$ cat src/rtl/ahb_master_interface.sv
// Command-driven AHB-Lite master: SINGLE/INCR4/INCR8 word bursts, first beat on the bus the cycle after accept.
// Write data is pulled one word per beat; a missing word stalls the burst with BUSY. rd_valid/done are registered (one cycle after the data phase).
module ahb_master_interface (
    input  logic        HCLK,
    input  logic        HRESETn,
    input  logic        cmd_valid,
    output logic        cmd_ready,
    input  logic        cmd_write,
    input  logic [31:0] cmd_addr,
    input  logic [1:0]  cmd_burst,
    input  logic        wd_valid,
    input  logic [31:0] wd_data,
    output logic        wd_ready,
    output logic        rd_valid,
    output logic [31:0] rd_data,
    output logic        done,
    output logic        err,
    output logic [31:0] Haddr,
    output logic [1:0]  Htrans,
    output logic        Hwrite,
    output logic [2:0]  Hsize,
    output logic [2:0]  Hburst,
    output logic [31:0] Hwdata,
    input  logic [31:0] Hrdata,
    input  logic        Hreadyout,
    input  logic [1:0]  Hresp
);

    localparam logic [1:0] HT_IDLE   = 2'b00;
    localparam logic [1:0] HT_BUSY   = 2'b01;
    localparam logic [1:0] HT_NONSEQ = 2'b10;
    localparam logic [1:0] HT_SEQ    = 2'b11;

    typedef enum logic [2:0] {IDLE, ADDR, BUSYW, LAST, ERR} state_t;

    state_t      r_state;
    state_t      w_state_nxt;
    logic [31:0] r_haddr;
    logic        r_hwrite;
    logic [2:0]  r_hburst;
    logic [3:0]  r_beats_left;
    logic [1:0]  r_kind;
    logic        r_taken;
    logic [31:0] r_wbuf;
    logic        r_dp_vld;
    logic        r_dp_write;

    logic        w_in_addr;
    logic        w_have;
    logic        w_err_1st;
    logic        w_dp_done;
    logic        w_dp_ok;
    logic        w_accept;
    logic        w_addr_done;
    logic        w_last_beat;
    logic [31:0] w_addr_nxt;

    assign w_in_addr   = (r_state == ADDR) || (r_state == BUSYW);
    // A read beat can always go; a write beat needs its word, either held or offered now.
    assign w_have      = !r_hwrite || r_taken || wd_valid;
    assign w_err_1st   = r_dp_vld && !Hreadyout && (Hresp != 2'b00);
    assign w_dp_done   = r_dp_vld && Hreadyout;
    assign w_dp_ok     = w_dp_done && (Hresp == 2'b00);
    assign w_accept    = cmd_valid && cmd_ready;
    assign w_addr_done = w_in_addr && w_have && Hreadyout;
    assign w_last_beat = (r_beats_left == 4'd1);
    assign w_addr_nxt  = r_haddr + 32'd4;

    assign cmd_ready = HRESETn && (r_state == IDLE) && (!cmd_write || wd_valid);
    assign wd_ready  = w_in_addr && r_hwrite && !r_taken && wd_valid && !w_err_1st;
    assign Htrans    = w_in_addr ? (w_have ? r_kind : HT_BUSY) : HT_IDLE;
    assign Haddr     = r_haddr;
    assign Hwrite    = r_hwrite;
    assign Hburst    = r_hburst;
    assign Hsize     = 3'b010;

    always_ff @(posedge HCLK) begin
        if (!HRESETn) r_state <= IDLE;
        else          r_state <= w_state_nxt;
    end

    always_comb begin
        w_state_nxt = r_state;
        case (r_state)
            IDLE:  if (w_accept) w_state_nxt = ADDR;
            ADDR, BUSYW: begin
                if (w_err_1st)        w_state_nxt = ERR;
                else if (w_addr_done) w_state_nxt = w_last_beat ? LAST : ADDR;
                else                  w_state_nxt = w_have ? ADDR : BUSYW;
            end
            LAST: begin
                if (w_err_1st)      w_state_nxt = ERR;
                else if (w_dp_done) w_state_nxt = IDLE;
            end
            ERR:   if (Hreadyout) w_state_nxt = IDLE;
            default: w_state_nxt = IDLE;
        endcase
    end

    always_ff @(posedge HCLK) begin
        if (!HRESETn) begin
            r_haddr      <= '0;
            r_hwrite     <= 1'b0;
            r_hburst     <= '0;
            r_beats_left <= '0;
            r_kind       <= HT_NONSEQ;
            r_taken      <= 1'b0;
            r_wbuf       <= '0;
            r_dp_vld     <= 1'b0;
            r_dp_write   <= 1'b0;
            Hwdata       <= '0;
            rd_valid     <= 1'b0;
            rd_data      <= '0;
            done         <= 1'b0;
            err          <= 1'b0;
        end else begin
            rd_valid <= 1'b0;
            done     <= 1'b0;
            err      <= 1'b0;
            if (w_dp_ok && !r_dp_write) begin
                rd_valid <= 1'b1;
                rd_data  <= Hrdata;
            end
            if (w_dp_done) r_dp_vld <= 1'b0;
            case (r_state)
                IDLE: if (w_accept) begin
                    r_haddr  <= cmd_addr & ~32'h3;
                    r_hwrite <= cmd_write;
                    r_kind   <= HT_NONSEQ;
                    r_taken  <= 1'b0;
                    case (cmd_burst)
                        2'b01:   begin r_hburst <= 3'b011; r_beats_left <= 4'd4; end
                        2'b10:   begin r_hburst <= 3'b101; r_beats_left <= 4'd8; end
                        default: begin r_hburst <= 3'b000; r_beats_left <= 4'd1; end
                    endcase
                end
                ADDR, BUSYW: if (!w_err_1st) begin
                    // A word taken during a waited address phase is parked until the phase completes.
                    if (wd_ready) begin
                        r_taken <= 1'b1;
                        r_wbuf  <= wd_data;
                    end
                    if (w_addr_done) begin
                        r_dp_vld   <= 1'b1;
                        r_dp_write <= r_hwrite;
                        if (r_hwrite) Hwdata <= r_taken ? r_wbuf : wd_data;
                        if (!w_last_beat) begin
                            r_haddr      <= w_addr_nxt;
                            r_kind       <= (w_addr_nxt[9:0] == 10'd0) ? HT_NONSEQ : HT_SEQ;
                            r_beats_left <= r_beats_left - 4'd1;
                            r_taken      <= 1'b0;
                        end
                    end
                end
                LAST: if (w_dp_done) begin
                    done <= 1'b1;
                    err  <= (Hresp != 2'b00);
                end
                ERR: if (Hreadyout) begin
                    done     <= 1'b1;
                    err      <= 1'b1;
                    r_dp_vld <= 1'b0;
                end
                default: ;
            endcase
        end
    end

endmodule

$ cat config.mk
export PLATFORM = sky130hd
export DESIGN_NAME = ahb_master_interface
export DESIGN_NICKNAME = d
export VERILOG_FILES = /design/src/rtl/ahb_master_interface.sv
export SDC_FILE = /design/constraint.sdc
export NUM_CORES = 1
export LEC_CHECK = 0
export CORE_MARGIN = 2
export CORE_UTILIZATION = 35
export DETAILED_ROUTE_END_ITERATION = 8
export PLACE_DENSITY = 0.63
export SLEW_MARGIN = 20
export SYNTH_ARGS = -nofsm -noshare
export SYNTH_HDL_FRONTEND = slang
export SYNTH_SLANG_ARGS = --single-unit
$ cat constraint.sdc
create_clock -name HCLK -period 2.7 [get_ports HCLK]
set_input_delay 0.81 -clock HCLK [delete_from_list [all_inputs] [get_ports HCLK]]
set_output_delay 0.81 -clock HCLK [all_outputs]
set_load 0.03 [all_outputs]
# After elaboration in Yosys (flattened, before gate mapping)
# Cells that the tools add are included.
[word_totals] regBits=147 input_bits=106 wordCells=115
[classes] n_addsub=2 n_eq_ne=13 n_mux=47 bitwise=1 n_reduce_logical=37
[ops] cell="$mux 32" n=5
[ops] cell="$pmux 32 s2" n=1
[ops] cell="$add 32x3->32 const B" n=1
[ops] cell="$mux 2" n=9
[ops] cell="$mux 4" n=4
[ops] cell="$pmux 4 s2" n=2
[ops] cell="$mux 3" n=5
[ops] cell="$logic_and 1x1->1" n=14
[ops] cell="$mux 1" n=14
[ops] cell="$pmux 3 s4" n=1
[ops] cell="$reduce_and 3->1" n=4
[ops] cell="$logic_not 10->1" n=1
[ops] cell="$ne 2x2->1 const B" n=5
[ops] cell="$pmux 1 s2" n=4
[ops] cell="$eq 3x2->1 const B" n=2
[ops] cell="$logic_not 1->1" n=6
[ops] cell="$pmux 3 s2" n=1
[ops] cell="$reduce_and 5->1" n=1
[ops] cell="$eq 4x1->1 const B" n=1
[ops] cell="$logic_or 1x1->1" n=4
[ops] cell="$pmux 2 s2" n=1
[ops] cell="$reduce_and 4->1" n=1
[ops] cell="$reduce_bool 2->1" n=2
[ops] cell="$sub 4x1->4 const B" n=1
[ops] cell="10 further kinds" n=10

# Logic depth before layout (Yosys ltp)
# Gate-level depths: netlist of the first run.
[logic_depth] ltp_word=11 ltp_mapped=9 ltp_nobuf=7

# Worst setup path after synthesis of the first run
# OpenSTA, ideal clock, no wires.
[synth_path] path_type="input port to output port" from="input port HRESETn" to="output port cmd_ready" arrival_time_ns=1.820 t_required_ns=1.890 setup_slack_ns=0.070 path_stages=4 n_path_buf=2 cell_sequence="clkbuf_1 > clkbuf_1 > nand2_1 > nor2_1"
[synth_between] elab_chain_len=2
[synth_rtl] element="start, declared" line="5" text="input logic HRESETn,"
[synth_rtl] element="$logic_and 1x1->1 (2 in series)" line="69" text="assign cmd_ready = HRESETn && (r_state == IDLE) && (!cmd_write || wd_valid);"
[synth_rtl] element="end, declared" line="7" text="output logic cmd_ready,"
# Every way passes these cells.

# Final worst setup path of the first run
[layout_path] from="input port Hresp[0]" to="output port wd_ready"
[layout_between] elab_chain_len=4
[layout_rtl] element="start, declared" line="26" text="input logic [1:0] Hresp"
[layout_rtl] element="$reduce_bool 2->1" line="61" text="assign w_err_1st = r_dp_vld && !Hreadyout && (Hresp != 2'b00);"
[layout_rtl] element="$logic_and 1x1->1" line="61"
[layout_rtl] element="$logic_not 1->1"
[layout_rtl] element="$logic_and 1x1->1" line="70" text="assign wd_ready = w_in_addr && r_hwrite && !r_taken && wd_valid && !w_err_1st;"
[layout_rtl] element="end, declared" line="13" text="output logic wd_ready,"
# Every way passes these cells.

==> impl_metrics.ini, run 1 <==
[timing]
setup-violations-final = 0
fin_crit_ns = 2.67
finalHoldViolCount = 0
skew_ns = 0.00958
fin_crit_sh = 0.989
rsz0062_at_grt = no
report.final.slew_viol_count = 0
fmax_ghz = 0.375

[synthesis]
yosys_register_bits = 144
synth_top_cell_by_area = dfxtp_1
ys_seq_area_frac = 0.430
yosysWarnings = 0
synthDistinctLibCells = 57
synthesis.area_sq_mm = 0.00671
netlist_instances = 808
synth_top_area_share = 0.430
synthFlopType = dfxtp_1
synthArstFlopShare = 0
yosys-top-cells-area = dfxtp_1, nand2_1, a21oi_1
synth_area_per_cell_sq_um = 8.30
synth_edf_count = 0

[drt]
routedWlPerCell_microns = 15.2
firstDrtPassIters = 5
vias = 6355
post_drt_via_cell_ratio = 5.04
wl_microns = 19200
postRouteAntennaNets = 0
drt_iter0_drc = 303
drcViolationCount = 0

[floorplan]
io_pins = 216
die_width_microns = 142
fp.dieArea_sq_mm = 0.0203
die_h_microns = 142
floorplan.initialDensity = 0.357
rows = 50
coreArea_sq_mm = 0.0188

[setup_path]
cp.required_ns = 1.89
r2r_end = r_wbuf[24]
cp_max_fo = 2
start_kind = input port
critical_path.endpoint_type = output port
worstReg2RegStart = r_state[1]
worst-setup-path-type = in -> out
critPathArrivalTime_ns = 1.86
reg2reg_slack_ns = 0.56
r2r_cells = 8

[cells_and_area]
nets = 1123
drive_above_1_share = 0.160
layout_commonest_cell = clkdlybuf4s50_1
fin_cells = 1260
final_cell_mix = clkdlybuf4s50_1, nand2_1, dfxtp_1
area_delta_synth_final_pct = 45.6

[pwr]
total_power_uw = 5320
p_leak_uw = 0.00330
p_per_area_mw_per_mm2 = 544
peakVddDrop_mv = 0.401

[cts]
cts_num_sinks = 144
cts_buffer_depth = 2
clk_latency_ns = 0.42
cts_tree = yes
htree_levels = 4
clk_pin_slew_worst_paths_ns = 0.06
cts_made_buffers = 17
clock-root-buffer = clkbuf_16

[worst_hold_path]
holdPathStages = 2
min_to = rd_data[6]
hold_path.class = reg -> reg
hold_start = rd_data[6]

[global_routing]
grt_usage = 0.189
busiest_layer = met2
grt_max_degree = 48
grt_pass1_wl_microns = 30800
antenna_found_initial = 1
use_met3 = 0.0703
use_met1 = 0.249
overflow = 0
grt_use_met2 = 0.292
grt_pass1_vias = 5959

[flow_run]
cap_violations = 0

[place]
io_buffers = 208
gp_congestion = 0.827
hpwl_microns = 13100
dp.cells = 1226

[run_status]
status = finished clean
-- registers in the layout, indices dropped and copies added (netlist names) --
register      flops
rd_valid          1
Haddr            30
r_beats_left      4
r_wbuf           32
Hwdata           32
r_state           3
err               1
r_dp_vld          1
r_taken           1
done              1
rd_data          32
Hwrite            1
r_kind            1
r_dp_write        1
Hburst            3
-- Yosys cell counts, types with 6 or more instances --
| library cell | count |
|---|---|
| a211oi_1 | 33 |
| a21boi_0 | 6 |
| a21o_1 | 8 |
| a21oi_1 | 77 |
| a21oi_2 | 30 |
| a31oi_1 | 9 |
| and4_1 | 7 |
| buf_2 | 19 |
| buf_4 | 6 |
| clkbuf_1 | 37 |
| dfxtp_1 | 144 |
| inv_1 | 6 |
| mux2i_1 | 36 |
| nand2_1 | 143 |
| nand2_2 | 29 |
| nand3_1 | 18 |
| nand4_1 | 9 |
| nor2_1 | 70 |
| nor3_1 | 9 |
| o21a_1 | 8 |
| o21ai_0 | 19 |
| o221a_2 | 7 |
| or3_1 | 7 |
-- cells by family (layout without fill, tap and decap cells) --
family | count (synthesis) | count (layout) | synth area share
and+or+nand+nor | 328 | 328 | 0.230
AOI/OAI and AO/OA | 214 | 214 | 0.213
DFF | 144 | 144 | 0.430
buffers and inverters | 77 | 291 | 0.0591
muxes | 37 | 37 | 0.0554
adders and majority gates | 5 | 5 | 0.00933
other | 2 | 6 | 0.00112
xor gates and xnor gates | 1 | 1 | 0.00131
-- metal layers --
metal	part of all wire	vias to the layer above	wire (microns)
met5	0	-	0
met4	0.016	0	311
met3	0.085	18	1640
met2	0.44	199	8450
met1	0.46	2911	8770
li1	-	3227	-
-- how the worst max path moves through the flow --
stage / from / to / cells after the start / slack [ns]
floorplan: HRESETn / cmd_ready / 4 / 0.07
global placement: Hresp[1] / wd_ready / 6 / -0.33
detailed placement: Hresp[1] / wd_ready / 6 / -0.32
CTS: r_state[1] / wd_ready / 5 / 0.002
global route: Hresp[0] / wd_ready / 6 / 0.003
finish: Hresp[0] / wd_ready / 6 / 0.03
-- layout make-up --
| type | count | area, sq um |
|---|---|---|
| Antenna cell | 1 | 2.50 |
| Clock buffer | 18 | 439 |
| Clock inverter | 14 | 124 |
| Fill cell | 1812 | 9000 |
| Inverter | 8 | 37.5 |
| Multi-Input combinational cell | 590 | 3480 |
| Sequential cell | 144 | 2890 |
| Tap cell | 234 | 293 |
| Timing Repair Buffer | 251 | 2510 |
-- power by group --
group | total, uW | switching [uW] | internal (uW) | leakage (uW)
Clock | 2220 | 994 | 1230 | 0.000277
Sequential | 2250 | 68.3 | 2180 | 0.00117
Combinational | 840 | 429 | 412 | 0.00185
Total | 5320 | 1490 | 3820 | 0.00330
-- critical path, cell delays in order --
cell	delay (ns)
dlygate4sd2_1	0.24
nor2_2	0.18
nor2_2	0.08
or3_4	0.36
clkinv_4	0.07
buf_6	0.12
-- per-stage QoR --
step                       util  setup WS (ns)  instance area (sq um)  setup TNS (ns)  hold slack, ns
after CTS                 0.519        0.00243                   9750               0           0.454
final                     0.520         0.0300                   9770               0           0.451
after global routing      0.520        0.00317                   9760               0           0.470
after floorplan               -         0.0703                   6720               0           0.432
after detailed placement  0.488         -0.318                   9160           -4.21           0.446
after global placement    0.488         -0.334                   9160           -4.15           0.441
-- what timing repair did --
item / 4_1_cts / 5_1_grt
hold buffers: 0 / 0
setup buffers: 1 / 0
endpoints found under the setup margin: 4 / 3
resized for setup: 12 / 3
hold endpoints to repair: 0 / 0
pin swaps: 3 / 1
No activity file was read; power rests on OpenSTA's default activity.
==> run 2, diff against run 1 <==
- PLACE_DENSITY: 0.63 -> 0.71
==> impl_metrics.ini, run 2 (synthesized netlist as in run 1, its figures left out) <==
[cells_and_area]
final_cell_mix = clkdlybuf4s50_1, nand2_1, dfxtp_1
seq_area_sq_mm = 0.00289
n_fill_cell = 1761
reg_top3 = Hwdata (32), r_wbuf (32), rd_data (32)
drive_above_1_share = 0.156
area_delta_synth_final_pct = 45.1
multiInputGateArea_sq_mm = 0.00347
final_core_util = 0.519
nets = 1120
layout_commonest_cell = clkdlybuf4s50_1
fin_area_sq_mm = 0.00973

[setup_path]
crit_slowest_cell = or3_4
cp.required_ns = 1.89
crit_top_cell = nor2_4
r2r_cells = 7
slowest_delay_ns = 0.39
start_kind = input port
worstReg2RegStart = r_state[1]
critPathArrivalTime_ns = 1.82
r2r_end = r_taken
worstPathCellList = clkdlybuf4s15_1 -> nor2_4 -> nor2_4 -> or3_4 -> clkinv_4 -> buf_6
cp_max_fo = 2
worst-setup-path-type = in -> out
reg2reg_slack_ns = 0.54
critical_path.endpoint_type = output port

[drt]
firstDrtPassIters = 5
drt_iter0_drc = 296
routedWlPerCell_microns = 15.4
vias = 6403
drcViolationCount = 0
postRouteAntennaNets = 0
post_drt_via_cell_ratio = 5.10
wl_microns = 19300

[timing]
holdWs_ns = 0.452
fin_crit_sh = 0.975
setup_tns_ns = 0
fin_crit_ns = 2.63
rsz0062_at_grt = no
setup-violations-final = 0
relSlewSlack = 0.541
finalHoldViolCount = 0
tightestPinTransition_ns = 0.689
report.final.slew_viol_count = 0
skew_ns = 0.0148
fmax_ghz = 0.380

[place]
place_area_sq_mm = 0.00914
hpwl_microns = 13300
io_buffers = 208
gp_congestion = 0.814

[pwr]
pwr-share-comb = 0.156
switching_power_uw = 1480
clockPowerShare = 0.423
peakVddDrop_mv = 0.366
swShare = 0.276
p_per_area_mw_per_mm2 = 549
p_leak_uw = 0.00326
total_power_uw = 5340
p_int_uw = 3860
pwr-share-seq = 0.422

[cts]
cts_hold_buffers = 0
clk_latency_ns = 0.42
cts_made_buffers = 17
clock-root-buffer = clkbuf_16
clk_pin_slew_worst_paths_ns = 0.06
cts_buffer_depth = 2
htree_levels = 4
cts_num_sinks = 144
cts_tree = yes

[worst_hold_path]
min_to = rd_data[25]
hold_start = rd_data[25]
holdPathStages = 2
hold_path.class = reg -> reg

[floorplan]
die_h_microns = 142
rows = 50
floorplan.initialDensity = 0.357
coreArea_sq_mm = 0.0188
die_width_microns = 142
fp.dieArea_sq_mm = 0.0203
io_pins = 216

[run_status]
status = finished clean

[global_routing]
grt_max_degree = 44
grt_pass1_vias = 5971
grt_pass1_wl_microns = 30300
antenna_found_initial = 1
overflow = 0
grt_usage = 0.187

[flow_run]
cap_violations = 0
## run 2: cell types whose count changed in the layout (fill, tap and decap cells not counted), moves of 2 or more
| cell | before | now |
|---|---|---|
| clkdlybuf4s15_1 | 0 | 2 |
| clkinvlp_4 | 1 | 4 |
| nor2_2 | 5 | 3 |
| clkinv_4 | 5 | 2 |
| buf_4 | 37 | 34 |
| nor2_4 | 0 | 2 |
| dlygate4sd2_1 | 4 | 2 |
## run 2: layout make-up
| class | instances | area share |
|---|---|---|
| clock inverters | 13 | 0.0132 |
| well taps | 234 | 0.0301 |
| repair buffers | 248 | 0.255 |
| clock buffers | 17 | 0.0437 |
| flip-flops and latches | 144 | 0.297 |
| inverters | 8 | 0.00386 |
| multi-input cells | 590 | 0.357 |
| diodes | 1 | 0.000257 |
## run 2: worst max path at each step
stage	startpoint	end	slack (ns)	depth (start not counted)
after global placement	Hresp[1]	wd_ready	-0.36	6
after CTS	r_state[1]	wd_ready	0.02	5
after global routing	Hresp[1]	wd_ready	0.02	6
after detailed placement	Hresp[1]	wd_ready	-0.34	6
after floorplan	HRESETn	cmd_ready	0.07	4
final	Hresp[1]	wd_ready	0.07	6
## run 2: metal layers
metal / part of all wire / GRT usage
met1: 0.45 / 0.244
met5: 0 / 0
met4: 0.012 / 0.0474
met3: 0.080 / 0.0612
met2: 0.46 / 0.298
## run 2: power groups by stage
stage | combinational [uW] | clock, uW | sequential, uW
6_report | 831 | 2260 | 2250
3_5_place_dp | 827 | 0 | 2300
2_1_floorplan | 336 | 0 | 2380
5_1_grt | 893 | 2400 | 2260
3_3_place_gp | 821 | 0 | 2300
4_1_cts | 832 | 2310 | 2250
## run 2: worst max-delay path, delay by kind of cell
family	cells	cell delay (ns)
buffers and inverters	3	0.39
AND/OR/NAND/NOR	3	0.62
## run 2: repair_timing
| item | in CTS | in global routing |
|---|---|---|
| resized for setup | 12 | 4 |
| pin swaps | 3 | 2 |
| buffers inserted | 0 | 0 |
| setup endpoints to repair | 3 | 2 |
## run 2: per-stage QoR
stage	instances	setup slack, ns
2_1_floorplan	811	0.0703
3_3_place_gp	1224	-0.357
3_5_place_dp	1224	-0.340
4_1_cts	1254	0.0236
5_1_grt	1254	0.0184
6_report	1255	0.0670
